`src/rtl/stream_src_pkg.sv`:
```
// Shared constants, FSM state type and LFSR step for the FIFO test-stream source.
package stream_src_pkg;

    localparam logic SRC_MODE_CNT  = 1'b0;
    localparam logic SRC_MODE_LFSR = 1'b1;

    // Counter-mode seeds
    localparam logic [7:0] SRC_SEED_1 = 8'h00;
    localparam logic [7:0] SRC_SEED_2 = 8'h80;

    // LFSR-mode seeds
    localparam logic [7:0] SRC_LFSR_SEED_1 = 8'h01;
    localparam logic [7:0] SRC_LFSR_SEED_2 = 8'hA5;

    // One below full, so a write issued against a stale buf_cnt still fits
    localparam int unsigned SRC_AF_THRESH = 254;

    typedef enum logic [1:0] {
        StIdle,
        StRun,
        StDone
    } src_state_e;

    function automatic logic [7:0] src_lfsr_next(input logic [7:0] cur);
        return {cur[6:0], cur[7] ^ cur[5] ^ cur[4] ^ cur[3]};
    endfunction

endpackage

```
`src/rtl/stream_src_channel.sv`:
```
// One stream channel: rate divider, pending flag, payload generator, sent counter.
module stream_src_channel
    import stream_src_pkg::*;
#(
    parameter int unsigned          BUFF_SIZE = 8,
    parameter int unsigned          AF_THRESH = SRC_AF_THRESH,
    parameter int unsigned          PERIOD_W  = 16,
    parameter int unsigned          CNT_W     = 16,
    parameter logic [BUFF_SIZE-1:0] CNT_SEED  = '0,
    parameter logic [BUFF_SIZE-1:0] LFSR_SEED = BUFF_SIZE'(1)
) (
    input  logic                 clk,
    input  logic                 rst_n,
    input  logic                 init,       // run entry: latch config, reseed, clear
    input  logic                 active,     // in RUN and not being stopped this cycle
    input  logic                 mode,
    input  logic [PERIOD_W-1:0]  period,
    input  logic [CNT_W-1:0]     word_count,
    input  logic [BUFF_SIZE-1:0] buf_cnt,
    output logic                 wr_en,
    output logic [BUFF_SIZE-1:0] data,
    output logic [CNT_W-1:0]     sent,
    output logic                 fin
);

    logic                 mode_q;
    logic [PERIOD_W-1:0]  last_q;     // terminal divider value, max(period,1)-1
    logic [CNT_W-1:0]     wc_q;
    logic [PERIOD_W-1:0]  div_q;
    logic                 pending_q;
    logic [BUFF_SIZE-1:0] gen_q;
    logic [BUFF_SIZE-1:0] gen_next;
    logic [CNT_W-1:0]     sent_q;
    logic                 wr_en_q;
    logic [BUFF_SIZE-1:0] data_q;
    logic                 term;
    logic                 below;
    logic                 issue;

    // Divider terminal count, throttle test, write decision and next payload
    always_comb begin
        term     = active && (div_q == last_q);
        below    = 32'(buf_cnt) < AF_THRESH;
        fin      = (wc_q != '0) && (sent_q == wc_q);
        issue    = active && pending_q && !fin && below;
        gen_next = (mode_q == SRC_MODE_LFSR) ? BUFF_SIZE'(src_lfsr_next(8'(gen_q)))
                                             : gen_q + BUFF_SIZE'(1);
    end

    // Channel state; a terminal count landing on a set pending flag merges into it
    always_ff @(posedge clk or negedge rst_n) begin
        if (!rst_n) begin
            mode_q    <= SRC_MODE_CNT;
            last_q    <= '0;
            wc_q      <= '0;
            div_q     <= '0;
            pending_q <= 1'b0;
            gen_q     <= CNT_SEED;
            sent_q    <= '0;
            wr_en_q   <= 1'b0;
            data_q    <= '0;
        end else if (init) begin
            mode_q    <= mode;
            last_q    <= (period == '0) ? '0 : period - PERIOD_W'(1);
            wc_q      <= word_count;
            div_q     <= '0;
            pending_q <= 1'b0;
            gen_q     <= (mode == SRC_MODE_LFSR) ? LFSR_SEED : CNT_SEED;
            sent_q    <= '0;
            wr_en_q   <= 1'b0;
        end else begin
            wr_en_q   <= issue;
            pending_q <= (pending_q && !issue) || term;
            if (active) begin
                div_q <= (div_q == last_q) ? '0 : div_q + PERIOD_W'(1);
            end
            if (issue) begin
                data_q <= gen_q;
                gen_q  <= gen_next;
                // Saturate rather than wrap in endless runs
                if (sent_q != '1) begin
                    sent_q <= sent_q + CNT_W'(1);
                end
            end
        end
    end

    assign wr_en = wr_en_q;
    assign data  = data_q;
    assign sent  = sent_q;

endmodule

```
`src/rtl/stream_src.sv`:
```
// Test-stream source feeding the two input FIFOs; shared run FSM over two channels.
module stream_src
    import stream_src_pkg::*;
#(
    parameter int unsigned          BUFF_SIZE  = 8,
    parameter int unsigned          AF_THRESH  = SRC_AF_THRESH,
    parameter int unsigned          PERIOD_W   = 16,
    parameter int unsigned          CNT_W      = 16,
    parameter logic [BUFF_SIZE-1:0] SEED_CNT_1 = BUFF_SIZE'(SRC_SEED_1),
    parameter logic [BUFF_SIZE-1:0] SEED_CNT_2 = BUFF_SIZE'(SRC_SEED_2),
    parameter logic [BUFF_SIZE-1:0] SEED_LFSR_1 = BUFF_SIZE'(SRC_LFSR_SEED_1),
    parameter logic [BUFF_SIZE-1:0] SEED_LFSR_2 = BUFF_SIZE'(SRC_LFSR_SEED_2)
) (
    input  logic                 clk,
    input  logic                 rst_n,
    input  logic                 start,
    input  logic                 stop,
    input  logic                 mode,
    input  logic [PERIOD_W-1:0]  period_1,
    input  logic [PERIOD_W-1:0]  period_2,
    input  logic [CNT_W-1:0]     word_count,
    input  logic [BUFF_SIZE-1:0] buf_cnt_1,
    input  logic [BUFF_SIZE-1:0] buf_cnt_2,
    output logic                 wr_en_1,
    output logic [BUFF_SIZE-1:0] data_1,
    output logic                 wr_en_2,
    output logic [BUFF_SIZE-1:0] data_2,
    output logic                 busy,
    output logic                 done,
    output logic [CNT_W-1:0]     sent_1,
    output logic [CNT_W-1:0]     sent_2
);

    src_state_e state_q;
    src_state_e state_d;
    logic       init;
    logic       active;
    logic       fin_1;
    logic       fin_2;
    logic       busy_q;
    logic       done_q;

    // Run FSM next state; stop wins over start, start is ignored while running
    always_comb begin
        state_d = state_q;
        init    = 1'b0;
        unique case (state_q)
            StIdle: begin
                if (start && !stop) begin
                    state_d = StRun;
                    init    = 1'b1;
                end
            end
            StRun: begin
                if (stop) begin
                    state_d = StIdle;
                end else if (fin_1 && fin_2) begin
                    state_d = StDone;
                end
            end
            StDone: begin
                if (stop) begin
                    state_d = StIdle;
                end else if (start) begin
                    state_d = StRun;
                    init    = 1'b1;
                end
            end
            default: state_d = StIdle;
        endcase
    end

    // State register with registered status flags
    always_ff @(posedge clk or negedge rst_n) begin
        if (!rst_n) begin
            state_q <= StIdle;
            busy_q  <= 1'b0;
            done_q  <= 1'b0;
        end else begin
            state_q <= state_d;
            busy_q  <= (state_d == StRun);
            done_q  <= (state_d == StDone);
        end
    end

    // Gating on stop makes wr_en drop the cycle after a stop
    assign active = (state_q == StRun) && !stop;
    assign busy   = busy_q;
    assign done   = done_q;

    stream_src_channel #(
        .BUFF_SIZE (BUFF_SIZE),
        .AF_THRESH (AF_THRESH),
        .PERIOD_W  (PERIOD_W),
        .CNT_W     (CNT_W),
        .CNT_SEED  (SEED_CNT_1),
        .LFSR_SEED (SEED_LFSR_1)
    ) u_ch1 (
        .clk        (clk),
        .rst_n      (rst_n),
        .init       (init),
        .active     (active),
        .mode       (mode),
        .period     (period_1),
        .word_count (word_count),
        .buf_cnt    (buf_cnt_1),
        .wr_en      (wr_en_1),
        .data       (data_1),
        .sent       (sent_1),
        .fin        (fin_1)
    );

    stream_src_channel #(
        .BUFF_SIZE (BUFF_SIZE),
        .AF_THRESH (AF_THRESH),
        .PERIOD_W  (PERIOD_W),
        .CNT_W     (CNT_W),
        .CNT_SEED  (SEED_CNT_2),
        .LFSR_SEED (SEED_LFSR_2)
    ) u_ch2 (
        .clk        (clk),
        .rst_n      (rst_n),
        .init       (init),
        .active     (active),
        .mode       (mode),
        .period     (period_2),
        .word_count (word_count),
        .buf_cnt    (buf_cnt_2),
        .wr_en      (wr_en_2),
        .data       (data_2),
        .sent       (sent_2),
        .fin        (fin_2)
    );

endmodule
```
`config.mk`:
```
export PLATFORM = sky130hd
export DESIGN_NAME = stream_src
export DESIGN_NICKNAME = d
export VERILOG_FILES = /design/src/rtl/stream_src_pkg.sv /design/src/rtl/stream_src_channel.sv /design/src/rtl/stream_src.sv
export SDC_FILE = /design/constraint.sdc
export NUM_CORES = 1
export LEC_CHECK = 0
export CAP_MARGIN = 40
export CORE_MARGIN = 4
export CORE_UTILIZATION = 55
export CTS_BUF_LIST = sky130_fd_sc_hd__clkbuf_16
export DETAILED_ROUTE_END_ITERATION = 10
export PLACE_DENSITY = 0.78
export SYNTH_ARGS = -nofsm -noshare
export SYNTH_HDL_FRONTEND = slang
export SYNTH_SLANG_ARGS = --single-unit
```
`constraint.sdc`:
```
create_clock -name clk -period 2.9 [get_ports clk]
set_clock_uncertainty 0.2 [all_clocks]
set_input_delay 0.435 -clock clk [delete_from_list [all_inputs] [get_ports clk]]
set_output_delay 0.435 -clock clk [all_outputs]
set_load 0.01 [all_outputs]
```
==> metrics.txt, run 1 <==
WHS 0.1532 ns; synth warn 0; sequential fraction of design power 45.8%; Reg clk slew, reported paths 0.06 ns; area leader, netlist dfrtp_1; placed inst area 0.01042 mm2; Root Buffer clkbuf_16; WL/cell 16.19 um; Area Overhead vs Synth 28.35%; fin crit share 95.67%; Final Util 72.23%; worst-path fanout max 17; Starting Density 56.28%; CTS sink cnt 153; final hold vios 0; min-delay worst type in -> reg; worst setup path class reg -> reg; drt first pass iters 5; Startpoint Class flop; LEAKAGE 4.793 nW; vias in the first global route 7337; flops & latches, synth 153; number of buffers created by CTS 17; postcts setup bufs 0; TritonCTS clock tree built; layout cells sized above 1 10.49%; pin count of the biggest net entering global routing 73; Initial DRC Count 597; sequential area share after synthesis 44.60%; number of enable flip-flop cells after synthesis 0; power share of the clock group 39.0%; antenna-violating nets left 0; nets 1189; vias 7715; Synth cell types 61; Slew Limit Headroom 48.24%; Total Power 0.005581 W; status completed; R2R cell count 7; ANT cells 0; Period minus WS final 2.774 ns; Mapped Area 0.008587 mm2; Remaining Overflow, GRT 0; DP HPWL 15.52 mm; Syn Area/Cell 8.982 um2; ys async rst share 100.0%; FF-to-FF Start u_ch2.sent[13]$_DFFE_PN0P_; H-Tree Depth 4; min-delay src period_1[0]; port bufs 118; DR vias/cell 5.775; crit path DAT 2.94 ns; DRC 0; Core Area 0.01526 mm2; setup tns final 0 ns; Max Cap Viol 0; Psw 0.001562 W; Rows 45; Req. time, crit path 3.07 ns; R2R Setup Slk 0.13 ns; Die ar. 0.01768 mm2; setup violators final 0; antenna violations before repair 0; top cell type's share of synthesized area 44.30%; first-pass GRT wire length 35.82 mm; Gate power share 15.2%; r2r endpoint u_ch2.gen_q[4]$_DFFE_PN0P_; # IOs 121; final instance area 0.01102 mm2; Worst Hold End u_ch1.last_q[0]$_DFFE_PN0P_; hold depth 3; RSZ-0062 raised after global routing false; final RePlAce weighted congestion 0.8807; wirelength, routed 21.63 mm; maximum clock path buffer count 2; Die X 133.0 um; VDD IR max 0.3980 mV; GRT Total Usage 24.63%; synth top area cells dfrtp_1 44%, nand2_1 7.8%, xnor2_1 7.4%; die height 133.0 um; cell-internal power 0.004019 W; Slew Limit Fails 0; Sw Share 27.99%; Syn Nets 1033; slew of the pin with the lowest slew margin 0.7747 ns; Cells after Synth 956; clk_lat worst skew 0.43 ns; ys flop type dfrtp_1; power per cell area 506.4 mW/mm2; crit end category flop; Fmax 360.4 MHz
==> metal layers <==
layer  GRT usage (%)  vias up  part of all wire, %
met3           4.221       37                  5.8
met5               0        -                    0
met4           8.314        0                  2.1
met1           32.53     3673                   42
met2           41.28      276                   50
li1                -     3729                    -
==> power groups by stage <==
stage | sequential [W] | combinational, W | clock [W]
2_1_floorplan | 0.00251 | 0.000545 | 0
3_3_place_gp | 0.00258 | 0.000825 | 0
3_5_place_dp | 0.00259 | 0.000844 | 0
4_1_cts | 0.00256 | 0.000857 | 0.00221
5_1_grt | 0.00258 | 0.000949 | 0.00230
6_report | 0.00256 | 0.000848 | 0.00218
==> layout by cell type, fill, tap and decap left out, types with 11 or more instances in the layout <==
cell,count
nand2_1,179
dfrtp_1,152
clkdlybuf4s50_1,115
o21ai_0,75
xnor2_1,73
buf_4,63
nor2_1,38
nand3_1,36
a21oi_1,32
nand4_1,26
xor2_1,24
nor4_1,22
and3_1,22
nor3_1,20
a22o_1,17
mux2i_1,17
clkbuf_16,17
or4_1,16
inv_1,15
a21o_1,15
o31ai_1,13
nor2b_1,11
==> synthesized netlist by cell type, types with 2 or more instances <==
library cell,instances
a211o_1,2
or4_1,16
or3b_1,2
and2_1,5
a211oi_1,5
a21o_1,15
o21ai_0,75
or2_2,2
a41oi_1,2
o21a_1,2
nand4_1,26
or3_1,5
nand3_1,36
buf_1,5
mux2i_1,17
buf_2,5
o31ai_1,13
nor2_1,38
nand2b_1,9
a22o_1,17
nand2_1,179
xor2_1,24
a32oi_1,2
nor2b_1,11
and3_1,22
mux2_2,3
nand4b_1,2
xnor2_1,73
and4_1,8
dfrtp_1,152
o2bb2ai_1,4
inv_1,14
nor3b_1,6
o211ai_1,9
nor4_1,22
ha_1,8
a21oi_1,32
o41ai_1,3
nor3_1,21
a22oi_1,4
clkbuf_1,40
==> worst max path at each step <==
stage                          startpoint                           end  slack [ns]  cells after the start
3_3_place_gp                  period_1[0]   u_ch1.last_q[5]$_DFFE_PN0P_       -0.37                      9
5_1_grt         u_ch2.sent[4]$_DFFE_PN0P_    u_ch2.gen_q[4]$_DFFE_PN0P_       0.003                      7
3_5_place_dp                  period_1[0]   u_ch1.last_q[2]$_DFFE_PN0P_       -0.41                      9
6_report       u_ch2.sent[13]$_DFFE_PN0P_    u_ch2.gen_q[4]$_DFFE_PN0P_        0.13                      7
4_1_cts                       period_1[0]   u_ch1.last_q[4]$_DFFE_PN0P_        0.02                      9
2_1_floorplan                 period_1[0]  u_ch1.last_q[14]$_DFFE_PN0P_        0.09                      8
==> flip-flops by register name, summed over array words and instances, names as in the netlist, 2 cells and up <==
| signal | count |
|---|---|
| state_q | 2 |
| u_ch1.data | 8 |
| u_ch1.div_q | 16 |
| u_ch1.gen_q | 8 |
| u_ch1.last_q | 16 |
| u_ch1.sent | 16 |
| u_ch1.wc_q | 16 |
| u_ch2.data | 8 |
| u_ch2.div_q | 16 |
| u_ch2.gen_q | 8 |
| u_ch2.last_q | 16 |
| u_ch2.sent | 16 |
==> metrics by stage <==
stage / instances / setup WS (ns)
2_1_floorplan: 956 / 0.08939
3_3_place_gp: 1303 / -0.3719
3_5_place_dp: 1303 / -0.4086
4_1_cts: 1336 / 0.01834
5_1_grt: 1336 / 0.003142
6_report: 1336 / 0.1257
==> cell families after synthesis <==
family	share of synthesized area [%]
AOI/OAI and AO/OA	14.43
xor gates and xnor gates	9.894
adders and majority gates	1.166
buffers and inverters	3.002
DFF	44.60
muxes	2.375
and+or+nand+nor	24.54
==> layout make-up <==
cell class / count / area, um2
Fill cell: 1132 / 4237
Clock inverter: 15 / 151.4
Multi-Input combinational cell: 738 / 4517
Inverter: 14 / 52.55
Clock buffer: 17 / 425.4
Timing Repair Buffer: 188 / 1782
Tap cell: 211 / 264.0
Sequential cell: 153 / 3830
==> critical path, cell delays in order, from the launching register on <==
cell and delay [ns]:
dfrtp_1 0.46, xnor2_1 0.19, nand4_1 0.15, nor4_1 0.40, a21o_1 0.53, inv_1 0.26
nor2_1 0.33, a22o_1 0.19
==> what timing repair did <==
item,CTS,global route
endpoints found under the hold margin,68,0
hold buffers,1,0
setup endpoints to repair,0,16
gates resized for setup,0,5
No activity file was read; power rests on OpenSTA's default activity.
==> inputs of run 2 (changes only) <==
--- a/config.mk
+++ b/config.mk
@@ -11,6 +11,7 @@
 export CTS_BUF_LIST = sky130_fd_sc_hd__clkbuf_16
 export DETAILED_ROUTE_END_ITERATION = 10
 export PLACE_DENSITY = 0.78
+export REMOVE_ABC_BUFFERS = 1
 export SYNTH_ARGS = -nofsm -noshare
 export SYNTH_HDL_FRONTEND = slang
 export SYNTH_SLANG_ARGS = --single-unit
==> run 2 against run 1 <==
Worst hold slack got worse by 0.0084 ns. Die area did not move. Power rose by 0.76%. Final area fell by 0.42%. Via count fell by 1.4%. Sequential power barely moved. Non-clock buffer count fell by 9. Clock power rose by 2%. Flip-flop and latch count did not move. Combinational power fell by 0.8%. Critical endpoint is now u_ch1.last_q[3]$_DFFE_PN0P_. Largest power group unchanged.
==> metrics.txt, run 2 (synthesis results as in run 1) <==
H-Tree Depth 4; slew of the pin with the lowest slew margin 0.7938 ns; placed cells 1292; Die X 133.0 um; final worst slack 0.09178 ns; Fmax 356.1 MHz; wirelength, routed 20.85 mm; Die ar. 0.01768 mm2; power per cell area 512.3 mW/mm2; most frequent cells in the layout 179 x nand2_1, 152 x dfrtp_1, 115 x clkdlybuf4s50_1, 75 x o21ai_0, 73 x xnor2_1; final RePlAce weighted congestion 0.8996; crit end category flop; Startpoint Class input pin; hold depth 3; Core Area 0.01526 mm2; Initial DRC Count 597; Sw Share 27.17%; worst slack, placed -0.4334 ns; DRC 0; worst setup path class in -> reg; R2R cell count 8; Cell Count, Final, Fillers Out 1327; pin count of the biggest net entering global routing 56; sequential fraction of design power 45.6%; GRT Total Usage 23.92%; TritonCTS clock tree built; port bufs 118; clk_lat worst skew 0.43 ns; power share of the clock group 39.5%; DP HPWL 14.77 mm; drt first pass iters 7; Total Power 0.005623 W; min-delay worst type in -> reg; Worst Hold End u_ch1.last_q[0]$_DFFE_PN0P_; vias 7606; final hold vios 0; RSZ-0062 raised after global routing false; min-delay src period_1[0]; FF-to-FF Start u_ch1.sent[0]$_DFFE_PN0P_; Psw 0.001528 W; cell-internal power 0.004095 W; Area Overhead vs Synth 27.82%; slowest stage delay, CP 0.52 ns; Req. time, crit path 3.01 ns; number of buffers created by CTS 17; R2R Setup Slk 0.35 ns; die height 133.0 um; first-pass GRT wire length 35.25 mm; Final Util 71.93%; placed inst area 0.01034 mm2; WL/cell 15.71 um; register area 0.003830 mm2; setup violators final 0; Max Cap Viol 0; r2r endpoint u_ch1.sent[0]$_DFFE_PN0P_; Slew Limit Fails 0; worst-path fanout max 7; DR vias/cell 5.732; fill count 1184; final instance area 0.01098 mm2; vias in the first global route 7321; Remaining Overflow, GRT 0; status completed; Rows 45; Cell Chain, Critical Path clkdlybuf4s50_1, or3b_4, or4_4, or4b_4, o31ai_4, buf_12, a21oi_1, a21o_1; LEAKAGE 4.752 nW; nets 1180; antenna-violating nets left 0; CTS sink cnt 153; Root Buffer clkbuf_16; commonest non-fill, non-tap cell in the layout nand2_1; # IOs 121; VDD IR max 0.3848 mV; layout cells sized above 1 9.677%; Period minus WS final 2.808 ns; slowest cell on the critical path or4b_4; Reg clk slew, reported paths 0.06 ns; area of the multi-input gates 0.004514 mm2; maximum clock path buffer count 2; crit path DAT 2.92 ns; antenna violations before repair 0; Gate power share 14.9%; Slew Limit Headroom 46.97%; fin crit share 96.84%; ANT cells 0; Starting Density 56.28%
[run 2: cell types whose count changed in the layout (fill, tap and decap cells not counted), sizes merged]
cell,delta
inv,-1
clkinv,-3
bufinv,+1
buf,-10
clkinvlp,+3
clkbuf,+1
[run 2: what timing repair did]
item | in CTS | in global routing
buffers inserted | 0 | 1
hold endpoints to repair | 53 | 0
gates resized for setup | 0 | 3
hold buffers | 1 | 0
endpoints found under the setup margin | 0 | 4
[run 2: power groups by stage]
| stage | combinational (W) | sequential (W) | clock (W) |
|---|---|---|---|
| floorplan | 0.000508 | 0.00252 | 0 |
| CTS | 0.000844 | 0.00256 | 0.00223 |
| finish | 0.000841 | 0.00256 | 0.00222 |
| detailed placement | 0.000832 | 0.00259 | 0 |
| global route | 0.000946 | 0.00259 | 0.00233 |
| global placement | 0.000807 | 0.00259 | 0 |
[run 2: cell type report]
| cell class | count | area share (%) |
|---|---|---|
| multi-input combinational | 738 | 41.13 |
| sequential | 153 | 34.90 |
| timing repair buffer | 179 | 15.74 |
| clock buffer | 17 | 3.876 |
| tap | 211 | 2.405 |
| clock inverter | 15 | 1.471 |
| inverter | 14 | 0.4788 |
[run 2: metal layers]
layer	share of wire (%)	global-route usage, %	up-vias	wire length (um)
met1	45	31.97	3617	9286
met3	5.8	4.867	39	1217
met4	1.8	7.968	0	379
met2	48	39.08	241	9963
li1	-	-	3709	-
met5	0	0	-	0
[run 2: worst max path at each step]
stage	startpoint	endpoint	slack, ns	cells after the start
6_report	period_1[3]	u_ch1.last_q[3]$_DFFE_PN0P_	0.09	8
4_1_cts	period_1[1]	u_ch1.last_q[3]$_DFFE_PN0P_	0.006	10
3_3_place_gp	period_1[0]	u_ch1.last_q[3]$_DFFE_PN0P_	-0.41	10
2_1_floorplan	state_q[0]$_DFF_PN0_	u_ch2.div_q[0]$_DFFE_PN0P_	-0.96	4
3_5_place_dp	period_1[1]	u_ch1.last_q[3]$_DFFE_PN0P_	-0.43	10
5_1_grt	period_1[3]	u_ch1.last_q[3]$_DFFE_PN0P_	0.05	8
[run 2: critical path, delay by kind of cell]
kind	cells	cell delay, ns
AND/OR/NAND/NOR	3	1.36
buffers and inverters	2	0.59
AO/OA/AOI/OAI	3	0.54
[run 2: stage by stage]
step | TNS [ns] | hold WS [ns]
after floorplan | -36.91 | -0.06059
after global placement | -5.123 | 0.2367
after detailed placement | -5.532 | 0.2340
after CTS | 0 | 0.2763
after global routing | 0 | 0.1889
final | 0 | 0.1448
==> edit 1 (config.mk and constraints of run 2) <==
The 3 states of `src_state_e` get a one-hot encoding in 3 bits.
--- a/src/rtl/stream_src_pkg.sv
+++ b/src/rtl/stream_src_pkg.sv
@@ -16,8 +16,8 @@
     localparam int unsigned SRC_AF_THRESH = 254;
 
-    typedef enum logic [1:0] {
-        StIdle,
-        StRun,
-        StDone
+    typedef enum logic [2:0] {
+        StIdle = 3'b001,
+        StRun  = 3'b010,
+        StDone = 3'b100
     } src_state_e;
 
Check against the original RTL: same outputs for any inputs over 4 cycles, from zero or initial values and one cycle with rst_n low; so few cycles prove little.
==> edit 1 against run 2 <==
Worst hold slack better by 120 ps; routed wire length down 5.1%; via count down 5.0%; non-clock buffer count down 20; worst setup slack better by 88 ps; first-iteration DRC count up 1.7%; register-to-register slack worse by 170 ps; synthesized cell count down 3.3%; sequential share of layout area up 1.5 points; sequential cell count up 1; area after synthesis down 1.4%; cell area down 3.4%; power down 7.4%; critical path type is now reg -> reg.
==> edit 1: results (changes against run 2) <==
<table>
<tr><th>Metric</th><th>Value</th></tr>
<tr><th colspan="2">Drt</th></tr>
<tr><td>Wirelength, routed</td><td>19.8 mm (was 20.8 mm)</td></tr>
<tr><td>Drt first-iter violations</td><td>607 (was 597)</td></tr>
<tr><th colspan="2">Synth</th></tr>
<tr><td>Multiplexer share of the synthesized area</td><td>2.50% (was 2.38%)</td></tr>
<tr><td>Compound-Gate Fraction of Synth Area</td><td>11.8% (was 14.4%)</td></tr>
<tr><td>Most frequent cells after synthesis</td><td>173 x nand2_1, 152 x dfrtp_1, 74 x xor2_1 (was 179 x nand2_1, 152 x dfrtp_1, 75 x o21ai_0)</td></tr>
<tr><td>XOR/XNOR share of the synthesized area</td><td>12.6% (was 9.89%)</td></tr>
<tr><td>Post-synthesis adder-cell area fraction</td><td>1.18% (was 1.17%)</td></tr>
<tr><td>Seq/Total Area, Yosys</td><td>45.5% (was 44.6%)</td></tr>
<tr><th colspan="2">Setup path</th></tr>
<tr><td>Origin of the worst setup path</td><td>u_ch1.wc_q[10]$_DFFE_PN0P_ (was period_1[3])</td></tr>
<tr><td>Minimum setup slack among reg-to-reg paths</td><td>180 ps (was 350 ps)</td></tr>
<tr><td>Count of cells along the worst register-to-register path</td><td>6 (was 8)</td></tr>
<tr><td>CP max FO</td><td>19 (was 7)</td></tr>
<tr><th colspan="2">Placement</th></tr>
<tr><td>Final HPWL DP</td><td>14.1 mm (was 14.8 mm)</td></tr>
<tr><td>Post-Place Cells</td><td>1230 (was 1292)</td></tr>
<tr><td>Worst setup timing slack at the placement stage</td><td>11.8 ps (was -433 ps)</td></tr>
<tr><td>Instance area after placement</td><td>0.0101 mm² (was 0.0103 mm²)</td></tr>
<tr><td>Final estimated routing congestion in global placement</td><td>0.833 (was 0.900)</td></tr>
<tr><th colspan="2">Timing</th></tr>
<tr><td>Fin Hold WS</td><td>269 ps (was 145 ps)</td></tr>
<tr><td>Max Freq</td><td>368 MHz (was 356 MHz)</td></tr>
<tr><th colspan="2">Layout</th></tr>
<tr><td>Final nets</td><td>1139 (was 1180)</td></tr>
<tr><td>Number of standard cells in the final layout excluding fillers</td><td>1263 (was 1327)</td></tr>
<tr><td>Fraction of layout cells with a size suffix above 1</td><td>9.30% (was 9.68%)</td></tr>
<tr><th colspan="2">Global routing</th></tr>
<tr><td>GRT Resource Usage Total</td><td>23.6% (was 23.9%)</td></tr>
<tr><td>Maximum number of pins on one net before global-route repair</td><td>70 (was 56)</td></tr>
<tr><th colspan="2">Status</th></tr>
<tr><td>Status</td><td>finished clean (unchanged)</td></tr>
<tr><th colspan="2">Power and ir drop</th></tr>
<tr><td>Static Leakage</td><td>4.67 nW (was 4.75 nW)</td></tr>
<tr><td>Largest vdd supply drop</td><td>0.445 mV (was 0.385 mV)</td></tr>
</table>
-- edit 1: cells by family after synthesis --
kind of cell             count (synthesis)
AND/OR/NAND/NOR                        404
adder cells (fa/ha/maj)                  8
XOR/XNOR                               122
AO/OA/AOI/OAI                          161
buffers and inverters                   55
flip-flops                             154
multiplexers                            20
-- edit 1: power breakdown --
group / internal, W / switching [W]
logic: 0.000361 / 0.000363
clock network: 0.00107 / 0.000873
registers: 0.00232 / 0.000213
-- edit 1: repair_timing --
item / 4_1_cts / 5_1_grt
gates resized for setup: 0 / 1
hold buffers: 1 / 0
hold endpoints to repair: 63 / 0
endpoints found under the setup margin: 0 / 6
-- edit 1: per-stage QoR --
stage	power (W)	util, %
floorplan	0.00295	-
global placement	0.00327	66.5
detailed placement	0.00330	66.5
CTS	0.00525	70.0
global route	0.00548	70.0
finish	0.00521	70.0
-- edit 1: metal layers --
metal	vias up	wire (µm)	track usage, %
li1	3542	-	-
met1	3447	8910	31.2
met2	215	9540	39.5
met3	23	1030	4.54
met4	0	314	7.35
met5	-	0	0
-- edit 1: how the worst min path moves through the flow --
stage,start,endpoint,depth (start not counted)
after floorplan,rst_n,busy$_DFF_PN0_,0
after global placement,u_ch1.data[7]$_DFFE_PN0P_,u_ch1.data[7]$_DFFE_PN0P_,2
after detailed placement,u_ch1.data[3]$_DFFE_PN0P_,u_ch1.data[3]$_DFFE_PN0P_,2
after CTS,u_ch1.data[3]$_DFFE_PN0P_,u_ch1.data[3]$_DFFE_PN0P_,2
after global routing,u_ch1.data[2]$_DFFE_PN0P_,u_ch1.data[2]$_DFFE_PN0P_,2
final,u_ch1.data[3]$_DFFE_PN0P_,u_ch1.data[3]$_DFFE_PN0P_,2
-- edit 1: critical path, cell delays in order, from the launching register on --
cell and delay (ps):
dfrtp_1 460, xor2_1 190, nor4_1 340, nand4_1 320, a21oi_2 690, o21ai_0 230, a21oi_1 200
-- edit 1: layout make-up --
class	count	area, µm²
timing repair buffer	159	1560
clock buffer	17	425
sequential	154	3860
multi-input combinational	715	4390
inverter	15	56.3
clock inverter	15	90.1
tap	188	235
fill	1193	4540
==> edit 2 (flow settings as in run 2) <==
Without the edit above. `PERIOD_W` is set to 16 in 2 places; all go to 24.
--- a/src/rtl/stream_src_channel.sv
+++ b/src/rtl/stream_src_channel.sv
@@ -5,5 +5,5 @@
     parameter int unsigned          BUFF_SIZE = 8,
     parameter int unsigned          AF_THRESH = SRC_AF_THRESH,
-    parameter int unsigned          PERIOD_W  = 16,
+    parameter int unsigned          PERIOD_W  = 24,
     parameter int unsigned          CNT_W     = 16,
     parameter logic [BUFF_SIZE-1:0] CNT_SEED  = '0,
--- a/src/rtl/stream_src.sv
+++ b/src/rtl/stream_src.sv
@@ -5,5 +5,5 @@
     parameter int unsigned          BUFF_SIZE  = 8,
     parameter int unsigned          AF_THRESH  = SRC_AF_THRESH,
-    parameter int unsigned          PERIOD_W   = 16,
+    parameter int unsigned          PERIOD_W   = 24,
     parameter int unsigned          CNT_W      = 16,
     parameter logic [BUFF_SIZE-1:0] SEED_CNT_1 = BUFF_SIZE'(SRC_SEED_1),
Interface: changed (resized period_1 and period_2); port bits go from 121 to 137. The function was not compared with the original's and may differ.
==> edit 2 against run 2 <==
Sequential cell count up 32; first-iteration DRC count rose by 7.2%; routed wire length up 24%; count of clock-buffer cells in the layout is the same; non-clock buffer count is 32 higher; area after synthesis increased by 20%; worst hold slack gained 130 ps; power up 8.8%; via count is 20% higher; cell area rose by 17%; worst setup slack improved by 95 ps; global-route usage grew 1.1 points; combinational power increased by 14%; critical path type unchanged; critical endpoint is now u_ch1.last_q[6]$_DFFE_PN0P_; largest power group unchanged.
==> edit 2: results (changes against run 2) <==
<table>
<tr><th>Metric</th><th>Value</th></tr>
<tr><th colspan="2">Synth</th></tr>
<tr><td>Largest cells by area after synthesis</td><td>dfrtp_1 45%, xnor2_1 8.2%, nand2_1 7.0% (was dfrtp_1 44%, nand2_1 7.8%, xnor2_1 7.4%)</td></tr>
<tr><td>Most frequent cells after synthesis</td><td>192 x nand2_1, 184 x dfrtp_1, 97 x xnor2_1 (was 179 x nand2_1, 152 x dfrtp_1, 75 x o21ai_0)</td></tr>
<tr><td>Avg Inst Size Synth</td><td>9.00 µm² (was 8.98 µm²)</td></tr>
<tr><td>Multiplexer share of the synthesized area</td><td>1.98% (was 2.38%)</td></tr>
<tr><th colspan="2">Layout</th></tr>
<tr><td>Fraction of layout cells with a size suffix above 1</td><td>10.2% (was 9.68%)</td></tr>
<tr><td>Cell area after layout</td><td>0.0129 mm² (was 0.0110 mm²)</td></tr>
<tr><th colspan="2">Power and ir drop</th></tr>
<tr><td>Power consumed by the clock network</td><td>0.00207 W (was 0.00222 W)</td></tr>
<tr><td>Total internal power</td><td>0.00435 W (was 0.00410 W)</td></tr>
<tr><td>Static Leakage</td><td>5.56 nW (was 4.75 nW)</td></tr>
<tr><th colspan="2">Timing</th></tr>
<tr><td>Max Freq</td><td>369 MHz (was 356 MHz)</td></tr>
<tr><th colspan="2">Status</th></tr>
<tr><td>Status</td><td>finished clean (unchanged)</td></tr>
<tr><th colspan="2">Global routing</th></tr>
<tr><td>Wire length of the first global-routing pass</td><td>42.5 mm (was 35.3 mm)</td></tr>
<tr><td>Met3 global-route usage</td><td>4.11% (was 4.87%)</td></tr>
<tr><td>GRT Resource Usage Total</td><td>25.1% (was 23.9%)</td></tr>
<tr><td>Via count of the first global-routing pass</td><td>8754 (was 7321)</td></tr>
<tr><th colspan="2">Placement</th></tr>
<tr><td>Port Buffers</td><td>134 (was 118)</td></tr>
<tr><td>Worst setup timing slack at the placement stage</td><td>-266 ps (was -433 ps)</td></tr>
<tr><td>Instance area after placement</td><td>0.0123 mm² (was 0.0103 mm²)</td></tr>
<tr><th colspan="2">Drt</th></tr>
<tr><td>Average wire length per cell after detail routing</td><td>16.5 µm (was 15.7 µm)</td></tr>
<tr><td>Vias after detailed routing</td><td>9092 (was 7606)</td></tr>
<tr><td>Via/cell ratio</td><td>5.84 (was 5.73)</td></tr>
<tr><th colspan="2">Setup path</th></tr>
<tr><td>Critical Path End</td><td>u_ch1.last_q[6]$_DFFE_PN0P_ (was u_ch1.last_q[3]$_DFFE_PN0P_)</td></tr>
<tr><td>Origin of the worst setup path</td><td>period_1[8] (was period_1[3])</td></tr>
<tr><td>Worst EP arrival</td><td>2820 ps (was 2920 ps)</td></tr>
<tr><th colspan="2">Min path</th></tr>
<tr><td>Hold EP</td><td>u_ch1.data[4]$_DFFE_PN0P_ (was u_ch1.last_q[0]$_DFFE_PN0P_)</td></tr>
</table>
==> edit 2: changes by cell type after synthesis, moves of 23 or more <==
| cell | delta |
|---|---|
| dfrtp_1 | +32 |
| a31oi_1 | +32 |
| xor2_1 | +39 |
| a21oi_1 | +23 |
| nor2_1 | +52 |
| xnor2_1 | +24 |
==> edit 2: layout make-up <==
| class | instances | area share (%) |
|---|---|---|
| well taps | 229 | 2.23 |
| multi-input cells | 885 | 42.0 |
| clock buffers | 17 | 3.31 |
| repair buffers | 211 | 15.3 |
| clock inverters | 13 | 0.652 |
| flip-flops and latches | 185 | 36.0 |
| diodes | 1 | 0.0195 |
| inverters | 17 | 0.496 |
==> edit 2: critical path, cell delays in order <==
cell and delay [ps]:
clkdlybuf4s50_1 430, or4_4 570, nor2_4 110, nand3_2 80, or3b_1 530, o31ai_4 350
buf_4 210, o21ai_0 100
